### config.mk
export PLATFORM = sky130hd
export DESIGN_NAME = vga_timing_gen_flat
export DESIGN_NICKNAME = d
export VERILOG_FILES = /design/src/rtl/vga_timing_gen_if.sv /design/src/rtl/vga_timing_gen.sv /design/src/flat_wrapper.sv
export SDC_FILE = /design/constraint.sdc
export NUM_CORES = 1
export LEC_CHECK = 0
export BUFFER_PORTS_ARGS = -buffer_cell sky130_fd_sc_hd__clkbuf_2
export CAP_MARGIN = 20
export CELL_PAD_IN_SITES_DETAIL_PLACEMENT = 0
export CELL_PAD_IN_SITES_GLOBAL_PLACEMENT = 1
export CORE_ASPECT_RATIO = 0.7
export CORE_MARGIN = 1
export CORE_UTILIZATION = 46
export CTS_BUF_LIST = sky130_fd_sc_hd__clkbuf_4
export CTS_CLUSTER_SIZE = 30
export DETAILED_ROUTE_END_ITERATION = 6
export PLACE_DENSITY_LB_ADDON = 0.1
export SYNTH_ARGS = -nofsm -noshare
export SYNTH_HDL_FRONTEND = slang
export SYNTH_SLANG_ARGS = --single-unit
### constraint.sdc
create_clock -name clk -period 3.81 [get_ports clk]
set_clock_uncertainty 0.15 [all_clocks]
set_input_delay 0.381 -clock clk [delete_from_list [all_inputs] [get_ports clk]]
set_output_delay 0.381 -clock clk [all_outputs]
set_load 0.02 [all_outputs]
### src/rtl/vga_timing_gen_if.sv
// Raster timing bundle between the timing generator (master) and the
// text-mode character/font stage (slave).
interface vga_timing_gen_if;
  logic       pix_en;
  logic [9:0] posx;
  logic [8:0] posy;
  logic       hsync;
  logic       vsync;
  logic       active;
  logic       line_start;
  logic       frame_start;

  modport master (
    output pix_en, posx, posy, hsync, vsync, active, line_start, frame_start
  );

  modport slave (
    input  pix_en, posx, posy, hsync, vsync, active, line_start, frame_start
  );
endinterface

### src/rtl/vga_timing_gen.sv
// VGA raster timing: pixel-enable divider, h/v counters, coordinates, and
// sync/active outputs delayed LAT pixels to match the font lookup latency.
module vga_timing_gen #(
  parameter int CLK_DIV  = 2,
  parameter int H_ACTIVE = 640,
  parameter int H_FP     = 16,
  parameter int H_SYNC   = 96,
  parameter int H_BP     = 48,
  parameter int V_ACTIVE = 480,
  parameter int V_FP     = 10,
  parameter int V_SYNC   = 2,
  parameter int V_BP     = 33,
  parameter int HS_POL   = 0,
  parameter int VS_POL   = 0,
  parameter int LAT      = 2
) (
  input  logic              clk,
  input  logic              rst,
  vga_timing_gen_if.master  vga
);

  localparam int H_TOT = H_ACTIVE + H_FP + H_SYNC + H_BP;
  localparam int V_TOT = V_ACTIVE + V_FP + V_SYNC + V_BP;

  if (H_TOT > 1024 || V_TOT > 1024) begin : g_bad_tot
    $error("vga_timing_gen: H_TOT/V_TOT must not exceed 1024");
  end
  if (CLK_DIV < 1 || CLK_DIV > 16) begin : g_bad_div
    $error("vga_timing_gen: CLK_DIV must be in 1..16");
  end
  if (LAT < 1 || LAT > 8) begin : g_bad_lat
    $error("vga_timing_gen: LAT must be in 1..8");
  end

  // 11-bit compare constants so window edges equal to 1024 stay representable
  localparam logic [10:0] HC_ACT  = 11'(H_ACTIVE);
  localparam logic [10:0] HC_SS   = 11'(H_ACTIVE + H_FP);
  localparam logic [10:0] HC_SE   = 11'(H_ACTIVE + H_FP + H_SYNC);
  localparam logic [10:0] VC_ACT  = 11'(V_ACTIVE);
  localparam logic [10:0] VC_SS   = 11'(V_ACTIVE + V_FP);
  localparam logic [10:0] VC_SE   = 11'(V_ACTIVE + V_FP + V_SYNC);
  localparam logic [9:0]  HC_LAST = 10'(H_TOT - 1);
  localparam logic [9:0]  VC_LAST = 10'(V_TOT - 1);
  localparam logic [3:0]  DIV_LAST = 4'(CLK_DIV - 1);
  localparam logic        HS_ON  = 1'(HS_POL);
  localparam logic        VS_ON  = 1'(VS_POL);

  logic [3:0]     div_q, div_d;
  logic [9:0]     hcnt_q, hcnt_d;
  logic [9:0]     vcnt_q, vcnt_d;
  logic [LAT-1:0] hs_q, hs_d;
  logic [LAT-1:0] vs_q, vs_d;
  logic [LAT-1:0] act_q, act_d;

  logic        pix_en;
  logic [10:0] hx, vx;
  logic        h_act, v_act;
  logic        hs_raw, vs_raw, act_raw;
  logic        h_wrap;

  always_comb begin
    hx      = {1'b0, hcnt_q};
    vx      = {1'b0, vcnt_q};
    h_act   = hx < HC_ACT;
    v_act   = vx < VC_ACT;
    hs_raw  = (hx >= HC_SS && hx < HC_SE) ? HS_ON : ~HS_ON;
    vs_raw  = (vx >= VC_SS && vx < VC_SE) ? VS_ON : ~VS_ON;
    act_raw = h_act && v_act;
    pix_en  = (div_q == DIV_LAST);
    h_wrap  = (hcnt_q == HC_LAST);

    div_d  = pix_en ? '0 : div_q + 4'd1;
    hcnt_d = hcnt_q;
    vcnt_d = vcnt_q;
    hs_d   = hs_q;
    vs_d   = vs_q;
    act_d  = act_q;

    if (pix_en) begin
      hcnt_d = h_wrap ? '0 : hcnt_q + 10'd1;
      if (h_wrap) begin
        vcnt_d = (vcnt_q == VC_LAST) ? '0 : vcnt_q + 10'd1;
      end
      // cast drops the oldest stage; also covers LAT=1
      hs_d  = LAT'({hs_q,  hs_raw});
      vs_d  = LAT'({vs_q,  vs_raw});
      act_d = LAT'({act_q, act_raw});
    end
  end

  always_ff @(posedge clk) begin
    if (rst) begin
      div_q  <= '0;
      hcnt_q <= '0;
      vcnt_q <= '0;
      hs_q   <= {LAT{~HS_ON}};
      vs_q   <= {LAT{~VS_ON}};
      act_q  <= '0;
    end else begin
      div_q  <= div_d;
      hcnt_q <= hcnt_d;
      vcnt_q <= vcnt_d;
      hs_q   <= hs_d;
      vs_q   <= vs_d;
      act_q  <= act_d;
    end
  end

  assign vga.pix_en      = pix_en;
  assign vga.posx        = h_act ? hcnt_q : '0;
  assign vga.posy        = v_act ? vcnt_q[8:0] : '0;
  assign vga.hsync       = hs_q[LAT-1];
  assign vga.vsync       = vs_q[LAT-1];
  assign vga.active      = act_q[LAT-1];
  assign vga.line_start  = pix_en && (hcnt_q == '0);
  assign vga.frame_start = pix_en && (hcnt_q == '0) && (vcnt_q == '0);

endmodule

### src/flat_wrapper.sv
// flat-port wrapper written by rule: the top's interface ports become plain ports
module vga_timing_gen_flat 
#(
  parameter int CLK_DIV  = 2,
  parameter int H_ACTIVE = 640,
  parameter int H_FP     = 16,
  parameter int H_SYNC   = 96,
  parameter int H_BP     = 48,
  parameter int V_ACTIVE = 480,
  parameter int V_FP     = 10,
  parameter int V_SYNC   = 2,
  parameter int V_BP     = 33,
  parameter int HS_POL   = 0,
  parameter int VS_POL   = 0,
  parameter int LAT      = 2
)
  (clk, rst, vga_pix_en, vga_posx, vga_posy, vga_hsync, vga_vsync, vga_active, vga_line_start, vga_frame_start);
  vga_timing_gen_if vga_i ();
  input  logic clk;
  input  logic rst;
  output wire logic [$bits(vga_i.pix_en)-1:0] vga_pix_en;
  output wire logic [$bits(vga_i.posx)-1:0] vga_posx;
  output wire logic [$bits(vga_i.posy)-1:0] vga_posy;
  output wire logic [$bits(vga_i.hsync)-1:0] vga_hsync;
  output wire logic [$bits(vga_i.vsync)-1:0] vga_vsync;
  output wire logic [$bits(vga_i.active)-1:0] vga_active;
  output wire logic [$bits(vga_i.line_start)-1:0] vga_line_start;
  output wire logic [$bits(vga_i.frame_start)-1:0] vga_frame_start;
  assign vga_pix_en = vga_i.pix_en;
  assign vga_posx = vga_i.posx;
  assign vga_posy = vga_i.posy;
  assign vga_hsync = vga_i.hsync;
  assign vga_vsync = vga_i.vsync;
  assign vga_active = vga_i.active;
  assign vga_line_start = vga_i.line_start;
  assign vga_frame_start = vga_i.frame_start;
  vga_timing_gen #(.CLK_DIV(CLK_DIV), .H_ACTIVE(H_ACTIVE), .H_FP(H_FP), .H_SYNC(H_SYNC), .H_BP(H_BP), .V_ACTIVE(V_ACTIVE), .V_FP(V_FP), .V_SYNC(V_SYNC), .V_BP(V_BP), .HS_POL(HS_POL), .VS_POL(VS_POL), .LAT(LAT)) u_core (.clk(clk), .rst(rst), .vga(vga_i));
endmodule
==> run metrics <==
clk buf depth 2; GRT Total Usage 21.4%; root buffer cell clkbuf_4; achievable frequency 0.357 GHz; worst vdd ir 172 µV; Yosys reg bits 30; Post-synth top cells dfxtp_1 (30), nand2_1 (19), and2_1 (14), a21oi_1 (13), nor2_1 (13); CP Cell Sequence ha_1, or3b_4, nor4b_1, and3_1, and4_1, clkbuf_2; crit path time final 2.80 ns; post-CTS setup buffers 0; switching power 193 µW; final net count 233; clock latency on the worst-skew pair 0.33 ns; largest cells by area after synthesis dfxtp_1 (35%), and2_1 (5.1%), ha_1 (5.1%), nand2_1 (4.2%), a21oi_1 (3.8%); post-synthesis sequential area ratio 35.2%; CTS buffer count 5; via count of the routed design 1499; worst slack at placement 1.36 ns; area leader, netlist dfxtp_1; RePlAce Congestion 0.865; setup ws final 1.01 ns; drt wl/cell 13.8 µm; Worst setup EP type primary output; Port Buffers 26; Reg clk slew, reported paths 0.10 ns; Clk pwr share 29.4%; Critical Path RT 3.28 ns; most frequent cell after synthesis dfxtp_1; CTS tree done; Mapped Avg Cell Area 8.23 µm²; first-pass GRT wire length 6150 µm; final hold vios 0; Synth Flop Type dfxtp_1; share of total power in sequential cells 54.3%; H-tree Lvls 2; Comb power frac 16.2%; syn_nets 216; Hold Buf Count CTS 0; Net Sw Frac 30.9%; instance count on the critical path 6; I/O pins 27; DIE WIDTH 74.8 µm; die area 3960 µm²; Initial Util 48.2%; Mapped Area 1700 µm²; vias in the first global route 1252; # resized after CTS 0; Detail Route Antenna Nets 0; Power Dens Cells 332 nW/µm²; Worst path max stage delay 0.48 ns; Hold Slack 0.276 ns; layout cells sized above 1 18.7%; clock sink count 30; Power Internal 431 µW; critical path startpoint category flip-flop; Hold Crit Depth 2; CP top delay family simple AND/OR/NAND/NOR gates; EDFF count, synth 0; global route overflow 0; Max-slew headroom 46.7%; row cnt 18; Buf/Inv on CP 1; R2R depth 6; Leakage 0.000723 µW; max cap viols 0; Cell variety after synth 40; Worst Hold End u_core.vcnt_q[8]$_SDFFE_PP0P_; DR iter-0 viols 85; die height 52.9 µm; Worst-Margin Slew 0.791 ns; critical path peak fanout 12; Yosys top cell area share 35.2%; Final Setup Violations 0; capturing point of the worst reg2reg path u_core.vcnt_q[7]$_SDFFE_PP0P_; DRC 0; final max-slew violation count 0; Worst R2R Start u_core.div_q[0]$_SDFF_PP0_; fin util 53.1%; Routed WL 3800 µm; asr flop ratio synth 0%; Slowest-stage cell, CP or3b_4; core footprint 3540 µm²; largest net degree at the start of global routing 19; RSZ-0062 raised after global routing false; HPWL after detailed placement 2810 µm; post-route setup TNS 0 ns; reg2reg setup slack 1.50 ns; Worst Hold Class in -> reg; Area growth syn-to-layout 10.2%; initial antenna violation count 0; drt pass-1 iters 4; n_diodes 0; status finished clean; Total Power 624 µW; CP Data Arrival Time 2.27 ns; Ys Warns 0; WS Path Type reg -> out; Synth Instances 207; Vias per Instance 5.45; Hold Startpoint rst; Tcrit/Tclk final 73.5%
-- per-stage QoR --
| step | instance area, µm² | cells |
|---|---|---|
| floorplan | 1700 | 207 |
| global placement | 1820 | 267 |
| detailed placement | 1820 | 267 |
| CTS | 1880 | 275 |
| global route | 1880 | 275 |
| finish | 1880 | 275 |
-- worst reg2reg max path, stage by stage, from the launching register on --
cell and delay, ns:
dfxtp_1 0.40, ha_1 0.19, or3b_4 0.48, clkinv_4 0.17, nand4_4 0.16, or4_1 0.53, a21oi_1 0.17
-- placed cells by master, fill, tap and decap left out, drive strengths merged --
cell type and n:
and2 15, inv 6, nand2 19, and3 4, dfxtp 30, a311oi 1
nand3 12, and4bb 1, nand3b 2, a31oi 1, nor2 13, nor4b 3
o31ai 2, o21ai 6, clkinv 3, o2111ai 1, a21oi 13, or2 1
clkinvlp 1, xnor2 7, or4b 1, xor2 4, or3 4, nor4 4
or4 2, or3b 1, nor2b 4, o21bai 1, ha 7, nand2b 2
nand4 8, nor3 10, clkbuf 31, and4 5
-- flip-flops by register name, indices dropped and copies added, names as in the netlist --
name           flops
u_core.vcnt_q     10
u_core.vs_q        2
u_core.hcnt_q     10
u_core.act_q       2
u_core.div_q       4
u_core.hs_q        2
-- power by group through the flow --
| stage | registers, µW | clock network [µW] | logic (µW) |
|---|---|---|---|
| after floorplan | 349 | 0 | 71.7 |
| after global placement | 345 | 0 | 98.7 |
| after detailed placement | 346 | 0 | 102 |
| after CTS | 339 | 186 | 103 |
| after global routing | 341 | 205 | 114 |
| final | 339 | 184 | 101 |
-- routing by layer --
layer / GRT usage [%] / wire length [µm] / part of all wire, %
met1: 31.5 / 1930 / 51
met2: 30.8 / 1610 / 42
met3: 5.71 / 240 / 6.3
met4: 4.72 / 16 / 0.42
met5: 0 / 0 / 0
-- how the worst max path moves through the flow --
stage / end / slack [ns] / startpoint
finish: vga_frame_start / 1.01 / u_core.div_q[0]$_SDFF_PP0_
global route: vga_frame_start / 0.88 / u_core.div_q[0]$_SDFF_PP0_
CTS: vga_frame_start / 0.98 / u_core.div_q[0]$_SDFF_PP0_
detailed placement: vga_frame_start / 1.36 / u_core.div_q[0]$_SDFF_PP0_
global placement: vga_frame_start / 1.47 / u_core.div_q[0]$_SDFF_PP0_
floorplan: vga_frame_start / 1.49 / u_core.div_q[0]$_SDFF_PP0_
-- logic make-up (layout without fill, tap and decap cells) --
| group | after synthesis | in the layout | synth area share [%] |
|---|---|---|---|
| buffers and inverters | 23 | 41 | 6.09 |
| flip-flops | 30 | 30 | 35.2 |
| AND/OR/NAND/NOR | 111 | 111 | 39.6 |
| AO/OA/AOI/OAI | 25 | 25 | 8.30 |
| XOR/XNOR | 11 | 11 | 5.65 |
| adder cells (fa/ha/maj) | 7 | 7 | 5.14 |
-- layout make-up --
class / count / area, µm²
timing repair buffer: 26 / 130
sequential: 30 / 601
inverter: 7 / 31.3
tap: 50 / 62.6
clock inverter: 3 / 16.3
fill: 356 / 1660
multi-input combinational: 154 / 1000
clock buffer: 5 / 37.5
(Power assumes the default switching activity.)
